File: src/rtl/uart_tx_arb.sv
// rtl/uart_tx_arb.sv - packet-level round-robin arbiter sharing one uart_tx among NUM_REQ byte streams
//
// Optional feature macro: UART_TX_ARB_HEADER_EN
//   When defined, every grant starts with a header byte {4'hA, grant_id} before the packet bytes.
//
// Ports:
//   ser_clk, rst_n            clock, asynchronous active-low reset
//   req_valid/req_data/req_last/req_ready
//                             per-requester byte stream; requester i uses req_data[8i+7:8i]
//   tx_data, tx_req           byte and request towards uart_tx
//   tx_cts, tx_idle           uart_tx clear-to-send (byte taken when tx_req && tx_cts) and line idle
//   grant_valid, grant_id     current owner of the UART
//   busy                      grant_valid || !tx_idle
module uart_tx_arb #(
    parameter int NUM_REQ = 4,
    parameter int MAX_LEN = 64
) (
    input  logic                       ser_clk,
    input  logic                       rst_n,
    input  logic [NUM_REQ-1:0]         req_valid,
    input  logic [8*NUM_REQ-1:0]       req_data,
    input  logic [NUM_REQ-1:0]         req_last,
    output logic [NUM_REQ-1:0]         req_ready,
    output logic [7:0]                 tx_data,
    output logic                       tx_req,
    input  logic                       tx_cts,
    input  logic                       tx_idle,
    output logic                       grant_valid,
    output logic [$clog2(NUM_REQ)-1:0] grant_id,
    output logic                       busy
);
    localparam int IDW = $clog2(NUM_REQ);

    typedef enum logic [1:0] {
        IDLE = 2'd0,
        SEND = 2'd1
`ifdef UART_TX_ARB_HEADER_EN
        , HDR = 2'd2
`endif
    } state_t;

    state_t         state, state_nxt;
    logic [IDW-1:0] last_grant, last_grant_nxt;
    logic [IDW-1:0] grant_id_nxt;
    logic [IDW-1:0] winner;
    logic [IDW-1:0] rr_idx;
    logic [7:0]     byte_cnt, byte_cnt_nxt;
    logic           sel_valid;
    logic           sel_last;
    logic [7:0]     sel_data;

    // Round-robin pick: scan from the farthest candidate back to the nearest so
    // the requester closest after last_grant overwrites any earlier match.
    always_comb begin
        winner = '0;
        rr_idx = '0;
        for (int k = NUM_REQ; k >= 1; k--) begin
            rr_idx = IDW'((int'(last_grant) + k) % NUM_REQ);
            if (req_valid[rr_idx]) begin
                winner = rr_idx;
            end
        end
    end

    assign sel_valid = req_valid[grant_id];
    assign sel_last  = req_last[grant_id];
    assign sel_data  = req_data[{grant_id, 3'b000} +: 8];

    always_comb begin
        state_nxt      = state;
        grant_id_nxt   = grant_id;
        last_grant_nxt = last_grant;
        byte_cnt_nxt   = byte_cnt;
        tx_req         = 1'b0;
        tx_data        = 8'h00;
        req_ready      = '0;
        case (state)
            IDLE: begin
                if (|req_valid) begin
                    grant_id_nxt = winner;
                    byte_cnt_nxt = 8'h00;
`ifdef UART_TX_ARB_HEADER_EN
                    state_nxt    = HDR;
`else
                    state_nxt    = SEND;
`endif
                end
            end
`ifdef UART_TX_ARB_HEADER_EN
            HDR: begin
                tx_req  = 1'b1;
                tx_data = {4'hA, 4'(grant_id)};
                if (tx_cts) begin
                    state_nxt = SEND;
                end
            end
`endif
            SEND: begin
                tx_req              = sel_valid;
                tx_data             = sel_valid ? sel_data : 8'h00;
                req_ready[grant_id] = tx_cts;
                if (sel_valid && tx_cts) begin
                    byte_cnt_nxt = byte_cnt + 8'd1;
                    // Release on end of packet or when the length cap is reached.
                    if (sel_last || ((byte_cnt + 8'd1) == 8'(MAX_LEN))) begin
                        state_nxt      = IDLE;
                        last_grant_nxt = grant_id;
                    end
                end
            end
            default: begin
                state_nxt = IDLE;
            end
        endcase
    end

    always_ff @(posedge ser_clk or negedge rst_n) begin
        if (!rst_n) begin
            state      <= IDLE;
            last_grant <= IDW'(NUM_REQ - 1);
            grant_id   <= '0;
            byte_cnt   <= 8'h00;
        end else begin
            state      <= state_nxt;
            last_grant <= last_grant_nxt;
            grant_id   <= grant_id_nxt;
            byte_cnt   <= byte_cnt_nxt;
        end
    end

    assign grant_valid = (state != IDLE);
    assign busy        = grant_valid || !tx_idle;

endmodule

File: config.mk
export PLATFORM = sky130hd
export DESIGN_NAME = uart_tx_arb
export DESIGN_NICKNAME = d
export VERILOG_FILES = /design/src/rtl/uart_tx_arb.sv
export SDC_FILE = /design/constraint.sdc
export NUM_CORES = 1
export LEC_CHECK = 0
export BUFFER_PORTS_ARGS = -buffer_cell sky130_fd_sc_hd__clkbuf_2
export CAP_MARGIN = 20
export CORE_UTILIZATION = 40
export CTS_CLUSTER_SIZE = 16
export DETAILED_ROUTE_END_ITERATION = 16
export PLACE_DENSITY_LB_ADDON = 0.2
export SYNTH_ARGS = -nofsm -noshare
export SYNTH_HDL_FRONTEND = slang
export SYNTH_SLANG_ARGS = --single-unit
File: constraint.sdc
create_clock -name ser_clk -period 3.51 [get_ports ser_clk]
set_input_delay 0.351 -clock ser_clk [delete_from_list [all_inputs] [get_ports ser_clk]]
set_output_delay 0.351 -clock ser_clk [all_outputs]
set_load 0.02 [all_outputs]
==> Yosys cells after proc, flatten, opt, wreduce, memory -nomap -nowiden <==
Index checks and enable logic that the tools add are counted.
{ "word_totals": {"reg_bits": 14, "output_inout_bits": 17, "elab_cells": 64} }
{ "op_classes": {"addsub": 5, "order_cmp": 6, "eq_ne": 5, "shift": 1, "muxes": 29, "n_bitwise": 1, "n_reduce_logical": 13} }
{ "op_table": {"columns": ["cell", "count"], "rows": [
  ["$mux 8", 4],
  ["$shiftx 32x6->8", 1],
  ["$pmux 8 s2", 1],
  ["$lt 2x3->1 const B", 5],
  ["$mux 2", 7],
  ["$bmux 1 s2", 6],
  ["$reduce_and 3->1", 3],
  ["$add 8x1->8 const B", 1],
  ["$eq 8x7->1 const B", 1],
  ["$mux 1", 8],
  ["$ne 2x2->1 const B", 3],
  ["$add 2x1->2 const B", 2],
  ["$add 2x2->2 const B", 2],
  ["$and 4x4->4", 1],
  ["$mux 4", 1],
  ["$pmux 2 s2", 1],
  ["$reduce_bool 2->1", 2],
  ["$reduce_or 4->1", 1],
  ["$demux 1 s2", 1],
  ["$eq 2x1->1 const B", 1],
  ["$ge 2x1->1 const B", 1],
  ["$logic_and 1x1->1", 2],
  ["$logic_not 2->1", 1],
  ["$logic_or 1x1->1", 2],
  ["other kinds (2)", 2]
]} }

==> Depth between registers and ports, before layout <==
Gate-level depths: netlist of the first run.
{ "depth": {"ltp_word": 7, "depth_mapped": 7, "mapped_depth_nobuf": 6} }

==> Worst setup path before layout of the first run <==
Ideal clock, no wire load.
{ "synth_path": {"path_kind": "flip-flop to output port", "from": "register grant_id[0]", "to": "output port tx_data[0]", "t_arrival_ns": 1.603, "required_ns": 3.159, "slack_ns": 1.556, "stages_incl_launch_ff": 5, "path_cell_list": "dfrtp_1 buf_6 buf_2 mux4_2 and3_1"} }
{ "synth_between": {"elab_chain_cells": 4} }
{ "synth_lines": {"columns": ["element", "line_no", "text"], "rows": [
  ["start: declaration", "29", "output logic [$clog2(NUM_REQ)-1:0] grant_id,"],
  ["start signal: assignment", "126", "grant_id <= grant_id_nxt;"],
  ["parallel branches: the longest is 2 deep, another holds $shiftx 32x6->8", null, null],
  ["$mux 8 (*)", "100", "tx_data = sel_valid ? sel_data : 8'h00;"],
  ["$mux 8 (*)", "77", "case (state)"],
  ["end: declaration", "24", "output logic [7:0] tx_data,"]
]} }
Mark *: on every way between the ends. The select of a mux whose other input is x is not followed.

==> Worst setup path in the final report of the first run <==
{ "layout_path": {"from": "register grant_id[0]", "to": "output port tx_data[7]"} }
The elaborated chain is that of the path after synthesis.

==> run_results.csv, run 1 <==
group,metric,value,unit
floorplanning,die_h,54.76,um
power_and_ir_drop,p_leak,0.7233,nW
cts,cts_max_path_buffers,2,
floorplanning,coreArea,2545,um2
hold_path,hold_depth,3,
sta,setup_slack,962.8,ps
logic_synthesis,async_reset_ff_share,100.0,%
worst_setup_path,crit_path_max_fanout,16,
sta,period_share,72.57,%
detailed_routing,drc,0,
placement,detailedPlace.worstSlack,1138,ps
sta,setup_tns,0,ps
detailed_routing,vias_per_cell,5.468,
placement,finalWeightedCongestion,0.7869,
detailed_routing,dr.pass1.iters,4,
logic_synthesis,ys.flop_type,"dfrtp_1",
power_and_ir_drop,ir_worst_vdd,0.4381,mV
logic_synthesis,avgSynthCellArea,9.768,um2
grt,grt_pass1_wl,4202,um
power_and_ir_drop,p_per_area,662.9,nW/um2
sta,maxSlewHeadroom,49.88,%
sta,setup_violations,0,
sta,worstMarginPinSlew,751.8,ps
grt,antenna_found_initial,0,
grt,grt_use_total,19.70,%
worst_setup_path,crit_required,3160,ps
layout,diodes,0,
sta,rsz0062_at_grt,"no",
cts,htreeDepth,1,
cts,ctsResizeCount,0,
cts,clkLatencyLatePin,280,ps
floorplanning,start_util,43.76,%
hold_path,min-delay-path-class,"input port to register",
floorplanning,dieArea,2999,um2
floorplanning,rows,18,
logic_synthesis,ys_seq_area_share,29.44,%
logic_synthesis,synth_edf_count,0,
sta,slew_violations,0,
placement,port_buffers,60,
detailed_routing,wl,2743,um
sta,finalClockSkew,6.374,ps
worst_setup_path,worst-endpoint-arrival,2200,ps
detailed_routing,vias,1110,
logic_synthesis,netlist_instances,114,
power_and_ir_drop,power,0.0009597,W
layout,nNetsFinal,219,
detailed_routing,wl_per_cell,13.51,um
layout,drive_gt1_share,48.55,%
worst_setup_path,end_kind,"primary output",
placement,place_hpwl,2213,um
cts,post_cts_buffers,0,
detailed_routing,drt_iter0_markers,24,
cts,cts_sinks,13,
logic_synthesis,syn_area,1114,um2
logic_synthesis,synthTopCellsByCount,"and3_1 (11), dfrtp_1 (11), mux4_2 (10), nand2_1 (10), nor2_1 (10)",
grt,grt_pass1_vias,1020,
sta,layout_min_cycle_time,2547,ps
logic_synthesis,synth_area_leaders,"dfrtp_1 (25%), mux4_2 (20%), and3_1 (6.2%)",
logic_synthesis,ys_seq_elements,13,
layout,area_growth,30.00,%
sta,fin_hold_ws,415.9,ps
worst_setup_path,worstRegToRegCells,4,
grt,globalRoute.totalOverflow,0,
detailed_routing,antenna_left,0,
floorplanning,die_width,54.76,um
sta,clock.fmax,0.3926,GHz
logic_synthesis,syn_nets,159,
run_status,status,"finished clean",
worst_setup_path,critPathKind,"register to primary output",
logic_synthesis,yosysWarnings,0,
cts,path_clk_slew,80,ps
worst_setup_path,start_kind,"register",
job,maxCapViolCount,0,
cts,cts_tree,"yes",
logic_synthesis,synth.top_cell.area_share,24.72,%
cts,cts_buffers,3,
cts,cts_root_buffer,"clkbuf_4",
logic_synthesis,synth_cell_types,33,
sta,hold_viol,0,
grt,grt_max_degree,18,
floorplanning,io_pins,61,
logic_synthesis,yosys.area.top_type,"dfrtp_1",
==> final timing paths <==
kind                                          from                        end  slack (ps)
min                                   req_valid[2]    grant_id[1]$_DFFE_PN0P_         420
max in group asynchronous                    rst_n  last_grant[0]$_DFFE_PN1P_        2730
max                        grant_id[0]$_DFFE_PN0P_                 tx_data[7]         960
min reg2reg                byte_cnt[7]$_DFFE_PN0P_    byte_cnt[7]$_DFFE_PN0P_         520
max reg2reg                grant_id[0]$_DFFE_PN0P_  last_grant[0]$_DFFE_PN1P_        1150
min in group asynchronous                    rst_n    grant_id[1]$_DFFE_PN0P_         490
==> registers in the layout, indices dropped and copies added, names as in the netlist <==
register,cells
state,1
grant_id,2
byte_cnt,8
last_grant,2
==> kinds of logic after synthesis <==
family                     Yosys count  share of synthesized area [%]
AOI/OAI and AO/OA                   29                          17.08
DFF                                 13                          29.44
buffers and inverters               11                          5.281
muxes                               13                          23.15
adders and majority gates            1                          1.123
and+or+nand+nor                     47                          23.93
==> report_power, final <==
part,internal (W),switching (W),leakage [nW]
Sequential,0.000197,0.000112,0.162
Clock,0.0000441,0.0000479,0.0150
Combinational,0.000269,0.000290,0.546
Total,0.000510,0.000450,0.723
==> placed cells by master, fill, tap and decap left out, drive strengths merged <==
| cell | instances |
|---|---|
| o41ai | 1 |
| mux2i | 1 |
| dlygate4sd3 | 1 |
| and2 | 3 |
| o221a | 1 |
| a31oi | 3 |
| dfstp | 2 |
| a21boi | 1 |
| nor2 | 11 |
| a21oi | 3 |
| o21ai | 14 |
| and3 | 12 |
| nor4 | 1 |
| nor3 | 3 |
| mux2 | 2 |
| dfrtp | 11 |
| o31ai | 4 |
| nand2 | 10 |
| nand3 | 6 |
| inv | 5 |
| o22ai | 1 |
| nor4b | 1 |
| ha | 1 |
| o211ai | 1 |
| mux4 | 10 |
| clkbuf | 64 |
==> area by class of cell <==
| cell class | instances | area, um2 |
|---|---|---|
| Tap cell | 30 | 37.54 |
| Fill cell | 235 | 1097 |
| Sequential cell | 13 | 327.8 |
| Timing Repair Buffer | 61 | 310.3 |
| Inverter | 5 | 18.77 |
| Multi-Input combinational cell | 90 | 726.9 |
| Clock buffer | 4 | 26.28 |
==> metrics by stage <==
| step | util, % | cells | cell area [um2] |
|---|---|---|---|
| floorplan | - | 114 | 1114 |
| global placement | 55.46 | 198 | 1411 |
| detailed placement | 55.46 | 198 | 1411 |
| CTS | 56.88 | 203 | 1448 |
| global route | 56.88 | 203 | 1448 |
| finish | 56.88 | 203 | 1448 |
==> critical path, stage by stage, from the launching register on <==
cell and delay [ps]:
dfrtp_1 840, mux4_2 710, and3_1 220, clkbuf_2 150
==> timing repair <==
| item | CTS | global route |
|---|---|---|
| hold buffers | 1 | 0 |
| endpoints found under the setup margin | 0 | 0 |
| endpoints found under the hold margin | 11 | 0 |
==> per-layer routing <==
metal	wire length, um	global-route usage, %	part of all wire (%)	vias to the layer above
met5	0	0	0	-
met4	16	3.846	0.58	0
met3	221	4.167	8.1	2
met2	1406	37.35	51	62
met1	1098	22.20	40	492
li1	-	-	-	554
Note: power is estimated with default switching activity, not from simulation.
==> run 2: changes to the inputs <==
==> constraint.sdc (replaced) <==
create_clock -name ser_clk -period 2.35 [get_ports ser_clk]
set_input_delay 0.235 -clock ser_clk [delete_from_list [all_inputs] [get_ports ser_clk]]
set_output_delay 0.235 -clock ser_clk [all_outputs]
set_load 0.02 [all_outputs]
==> run_results.csv, run 2 (synthesized netlist as in run 1, its figures left out) <==
group,metric,value,unit
sta,setup_tns,0,ps
layout,nNetsFinal,221,
worst_setup_path,critPathKind,"register to primary output",
layout,final_common_cell,"clkbuf_2",
sta,period_share,85.75,%
grt,globalRoute.totalOverflow,0,
sta,finalClockSkew,0.9921,ps
detailed_routing,wl_met1,1248,um
grt,grt_pass1_wl,4395,um
sta,worstMarginPinSlew,520.5,ps
cts,cts_buffers,3,
sta,slew_violations,0,
floorplanning,dieArea,2999,um2
job,maxCapViolCount,0,
worst_setup_path,crit_required,2120,ps
placement,port_buffers,60,
layout,area_growth,31.46,%
cts,post_cts_buffers,0,
floorplanning,die_h,54.76,um
worst_setup_path,rr_endpoint,"last_grant[1]$_DFFE_PN1P_",
floorplanning,io_pins,61,
floorplanning,rows,18,
worst_setup_path,crit_end,"tx_data[6]",
cts,cts_sinks,13,
layout,regMostFlops,"byte_cnt",
power_and_ir_drop,combPwrFrac,64.2,%
power_and_ir_drop,power,0.001469,W
power_and_ir_drop,ir_worst_vdd,0.7414,mV
sta,maxSlewHeadroom,65.17,%
detailed_routing,wl,2955,um
grt,antenna_found_initial,0,
power_and_ir_drop,clkPwrFrac,9.5,%
worst_setup_path,worstRegToRegCells,4,
sta,setup_slack,334.8,ps
power_and_ir_drop,p_sw,0.0006897,W
placement,detailedPlace.worstSlack,580.6,ps
detailed_routing,wl_met2,1466,um
placement,finalWeightedCongestion,0.8045,
detailed_routing,dr.pass1.iters,4,
cts,cts_root_buffer,"clkbuf_4",
worst_setup_path,crit_path_max_fanout,15,
floorplanning,coreArea,2545,um2
sta,clock.fmax,0.4962,GHz
worst_setup_path,reg2reg_slack,570,ps
detailed_routing,drt_iter0_markers,38,
power_and_ir_drop,switching_share,46.94,%
power_and_ir_drop,p_leak,0.7355,nW
grt,grt_max_degree,18,
worst_setup_path,worst-endpoint-arrival,1780,ps
placement,place_hpwl,2333,um
cts,path_clk_slew,80,ps
sta,rsz0062_at_grt,"no",
detailed_routing,vias_per_cell,5.878,
detailed_routing,antenna_left,0,
cts,ctsResizeCount,0,
sta,hold_viol,0,
detailed_routing,routed.top_layer,"met4",
cts,htreeDepth,1,
worst_setup_path,cp-startpoint,"grant_id[0]$_DFFE_PN0P_",
worst_setup_path,r2r-start,"grant_id[0]$_DFFE_PN0P_",
worst_setup_path,end_kind,"primary output",
run_status,status,"finished clean",
layout,final_cell_mix,"clkbuf_2 (60), and3_1 (11), dfrtp_1 (11)",
worst_setup_path,start_kind,"register",
detailed_routing,drc,0,
floorplanning,start_util,43.76,%
layout,drive_gt1_share,49.71,%
detailed_routing,wl_per_cell,14.41,um
power_and_ir_drop,internal_power,0.0007796,W
power_and_ir_drop,seqPwrFrac,26.3,%
cts,clkLatencyLatePin,280,ps
layout,largest_reg_flops,8,
grt,grt_use_total,20.52,%
power_and_ir_drop,p_per_area,1004,nW/um2
layout,diodes,0,
grt,grt_pass1_vias,1060,
sta,layout_min_cycle_time,2015,ps
detailed_routing,route.met3.wl,204,um
cts,cts_tree,"yes",
layout,top_regs,"byte_cnt x8, grant_id x2, last_grant x2",
detailed_routing,vias,1205,
sta,setup_violations,0,
cts,cts_max_path_buffers,2,
hold_path,min-delay-path-class,"input port to register",
floorplanning,die_width,54.76,um
## run 2: metal layers
metal,track usage (%),vias to the layer above
met3,1.667,7
met2,38.35,65
met5,0,-
met4,4.274,0
met1,25.17,574
li1,-,559
## run 2: how the worst min path moves through the flow
stage	slack, ps	cells after the start	to	start
detailed placement	150	1	byte_cnt[3]$_DFFE_PN0P_	rst_n
global route	350	3	grant_id[1]$_DFFE_PN0P_	req_valid[2]
finish	290	3	grant_id[1]$_DFFE_PN0P_	req_valid[2]
CTS	290	3	grant_id[1]$_DFFE_PN0P_	req_valid[2]
global placement	150	1	byte_cnt[3]$_DFFE_PN0P_	rst_n
floorplan	-60	0	byte_cnt[0]$_DFFE_PN0P_	rst_n
## run 2: layout make-up
| cell class | instances | area [um2] |
|---|---|---|
| Clock buffer | 3 | 22.52 |
| Clock inverter | 1 | 5.005 |
| Fill cell | 219 | 1081 |
| Inverter | 5 | 18.77 |
| Multi-Input combinational cell | 90 | 726.9 |
| Sequential cell | 13 | 327.8 |
| Tap cell | 30 | 37.54 |
| Timing Repair Buffer | 63 | 325.3 |
## run 2: what timing repair did
item                                    in CTS  in global routing
hold buffers                                 1                  0
endpoints found under the setup margin       0                  0
hold endpoints to repair                    11                  0
## run 2: power groups by stage
stage	registers [W]	logic, W	clock network [W]
6_report	0.000386	0.000943	0.000140
5_1_grt	0.000401	0.00104	0.000152
4_1_cts	0.000383	0.000950	0.000144
3_5_place_dp	0.000387	0.000945	0
3_3_place_gp	0.000383	0.000929	0
2_1_floorplan	0.000391	0.000699	0
## run 2: metrics by stage
step | utilization [%] | std cells | instance area (um2) | hold slack, ps
floorplan | - | 114 | 1114 | -60.59
global placement | 56.05 | 200 | 1426 | 148.2
CTS | 57.52 | 205 | 1464 | 290.4
detailed placement | 56.05 | 200 | 1426 | 148.2
global route | 57.52 | 205 | 1464 | 346.8
finish | 57.52 | 205 | 1464 | 294.2
## run 2: worst max-delay path, cell delays in order (launching register included)
cell and delay (ps):
dfrtp_1 370, buf_4 260, mux4_2 530, and3_1 190
clkbuf_2 150
==> run 3: changes to the inputs <==
--- a/config.mk
+++ b/config.mk
@@ -10,7 +10,7 @@
 export CORE_UTILIZATION = 40
 export CTS_CLUSTER_SIZE = 16
 export DETAILED_ROUTE_END_ITERATION = 16
-export PLACE_DENSITY_LB_ADDON = 0.2
+export PLACE_DENSITY = 0.75
 export SYNTH_ARGS = -nofsm -noshare
 export SYNTH_HDL_FRONTEND = slang
 export SYNTH_SLANG_ARGS = --single-unit
==> constraint.sdc (replaced) <==
create_clock -name ser_clk -period 2.37 [get_ports ser_clk]
set_input_delay 0.237 -clock ser_clk [delete_from_list [all_inputs] [get_ports ser_clk]]
set_output_delay 0.237 -clock ser_clk [all_outputs]
set_load 0.02 [all_outputs]
==> run_results.csv, run 3 (synthesized netlist as in run 1, its figures left out) <==
group,metric,value,unit
sta,maxSlewHeadroom,65.07,%
layout,top_regs,"byte_cnt x8, grant_id x2, last_grant x2",
layout,regMostFlops,"byte_cnt",
worst_setup_path,cp_num_buf_inv,2,
sta,fin_hold_ws,307.0,ps
placement,finalWeightedCongestion,0.8572,
cts,path_clk_slew,80,ps
layout,drive_gt1_share,49.14,%
sta,setup_violations,0,
floorplanning,start_util,43.76,%
grt,grt_pass1_wl,4512,um
cts,cts_max_path_buffers,2,
worst_setup_path,crit_path_cell_trace,"buf_4 > mux4_2 > and3_1 > clkbuf_2",
layout,final_common_cell,"clkbuf_2",
floorplanning,dieArea,2999,um2
floorplanning,die_width,54.76,um
worst_setup_path,crit_required,2130,ps
worst_setup_path,end_kind,"primary output",
grt,grt.met3_usage,4.444,%
layout,fillers,227,
layout,post-route-cell-area,1463,um2
power_and_ir_drop,p_per_area,994.2,nW/um2
worst_setup_path,critPathKind,"register to primary output",
worst_setup_path,crit_path_max_fanout,10,
sta,finalClockSkew,5.088,ps
floorplanning,coreArea,2545,um2
grt,grtUsageMet1,27.59,%
power_and_ir_drop,switching_share,46.73,%
layout,nNetsFinal,221,
grt,busiest_layer,"met2",
cts,htreeDepth,1,
layout,diodes,0,
sta,period_share,93.00,%
power_and_ir_drop,internal_power,0.0007747,W
sta,worstMarginPinSlew,522.1,ps
layout,area_growth,31.35,%
floorplanning,die_h,54.76,um
floorplanning,io_pins,61,
worst_setup_path,worst-endpoint-arrival,1970,ps
sta,setup_tns,0,ps
placement,place_hpwl,2475,um
detailed_routing,vias_per_cell,5.746,
power_and_ir_drop,ir_worst_vdd,0.5988,mV
sta,layout_min_cycle_time,2204,ps
detailed_routing,dr.pass1.iters,4,
floorplanning,rows,18,
placement,dp.cells,200,
cts,clkLatencyLatePin,280,ps
detailed_routing,vias,1178,
detailed_routing,wl_per_cell,14.70,um
placement,dpl_cell_area,1426,um2
worst_setup_path,cp_top_family,"flip-flops",
power_and_ir_drop,combPwrFrac,63.3,%
grt,antenna_found_initial,0,
power_and_ir_drop,clkPwrFrac,9.5,%
sta,slew_violations,0,
cts,cts_buffers,3,
worst_setup_path,max_stage_delay,550,ps
power_and_ir_drop,seqPwrFrac,27.2,%
grt,met2_usage,35.94,%
sta,clock.fmax,0.4537,GHz
hold_path,min-delay-path-class,"input port to register",
detailed_routing,antenna_left,0,
worst_setup_path,cpMaxStageDelayCell,"dfrtp_1",
detailed_routing,wl,3013,um
sta,rsz0062_at_grt,"no",
power_and_ir_drop,p_sw,0.0006795,W
layout,instances_no_fill,205,
sta,hold_viol,0,
grt,grt_use_total,21.74,%
placement,port_buffers,60,
power_and_ir_drop,power,0.001454,W
grt,grt_pass1_vias,993,
layout,final_cell_mix,"clkbuf_2 (60), and3_1 (11), dfrtp_1 (11)",
power_and_ir_drop,p_leak,0.7328,nW
run_status,status,"finished clean",
worst_setup_path,start_kind,"register",
cts,ctsResizeCount,0,
detailed_routing,drt_iter0_markers,36,
cts,cts_tree,"yes",
layout,largest_reg_flops,8,
grt,grt_max_degree,18,
cts,cts_sinks,13,
cts,cts_root_buffer,"clkbuf_4",
grt,globalRoute.totalOverflow,0,
job,maxCapViolCount,0,
detailed_routing,drc,0,
run 3: power groups by stage:
stage               clock network [W]  registers (W)  logic (W)
floorplan                           0       0.000388   0.000693
global placement                    0       0.000391   0.000905
detailed placement                  0       0.000400   0.000919
CTS                          0.000142       0.000394   0.000924
global route                 0.000159       0.000409   0.000996
finish                       0.000138       0.000396   0.000920
run 3: tightest hold or removal path: stages:
cell and delay, ps:
clkbuf_2 120, o211ai_1 110, o21ai_1 80
run 3: worst paths after layout:
path / start / end / slack (ps) / cells after the start
max reg2reg: grant_id[0]$_DFFE_PN0P_ / last_grant[1]$_DFFE_PN1P_ / 350 / 4
min reg2reg: byte_cnt[7]$_DFFE_PN0P_ / byte_cnt[7]$_DFFE_PN0P_ / 540 / 1
min: req_valid[2] / grant_id[1]$_DFFE_PN0P_ / 310 / 3
max in group asynchronous: rst_n / last_grant[1]$_DFFE_PN1P_ / 1700 / 2
min in group asynchronous: rst_n / byte_cnt[5]$_DFFE_PN0P_ / 370 / 2
max: grant_id[0]$_DFFE_PN0P_ / tx_data[5] / 170 / 4
run 3: layout make-up:
class / count / area [um2] / area share [%]
Multi-Input combinational cell: 90 / 726.9 / 49.70
Inverter: 5 / 18.77 / 1.283
Tap cell: 30 / 37.54 / 2.566
Sequential cell: 13 / 327.8 / 22.41
Timing Repair Buffer: 63 / 325.3 / 22.24
Clock buffer: 4 / 26.28 / 1.796
run 3: per-stage QoR:
step	worst slack, ps	utilization (%)
after floorplan	471.4	-
after global placement	427.7	56.05
after detailed placement	365.8	56.05
after CTS	142.1	57.47
after global routing	29.64	57.47
final	165.9	57.47
run 3: what timing repair did:
action / 4_1_cts / 5_1_grt
hold buffers: 1 / 0
buffers inserted: 0 / 0
endpoints found under the hold margin: 11 / 0
run 3: metal layers:
metal	vias up	wire [um]	share of wire, %
met5	-	0	0
met4	0	39	1.3
met3	6	207	6.9
met2	52	1498	50
met1	562	1267	42
li1	558	-	-
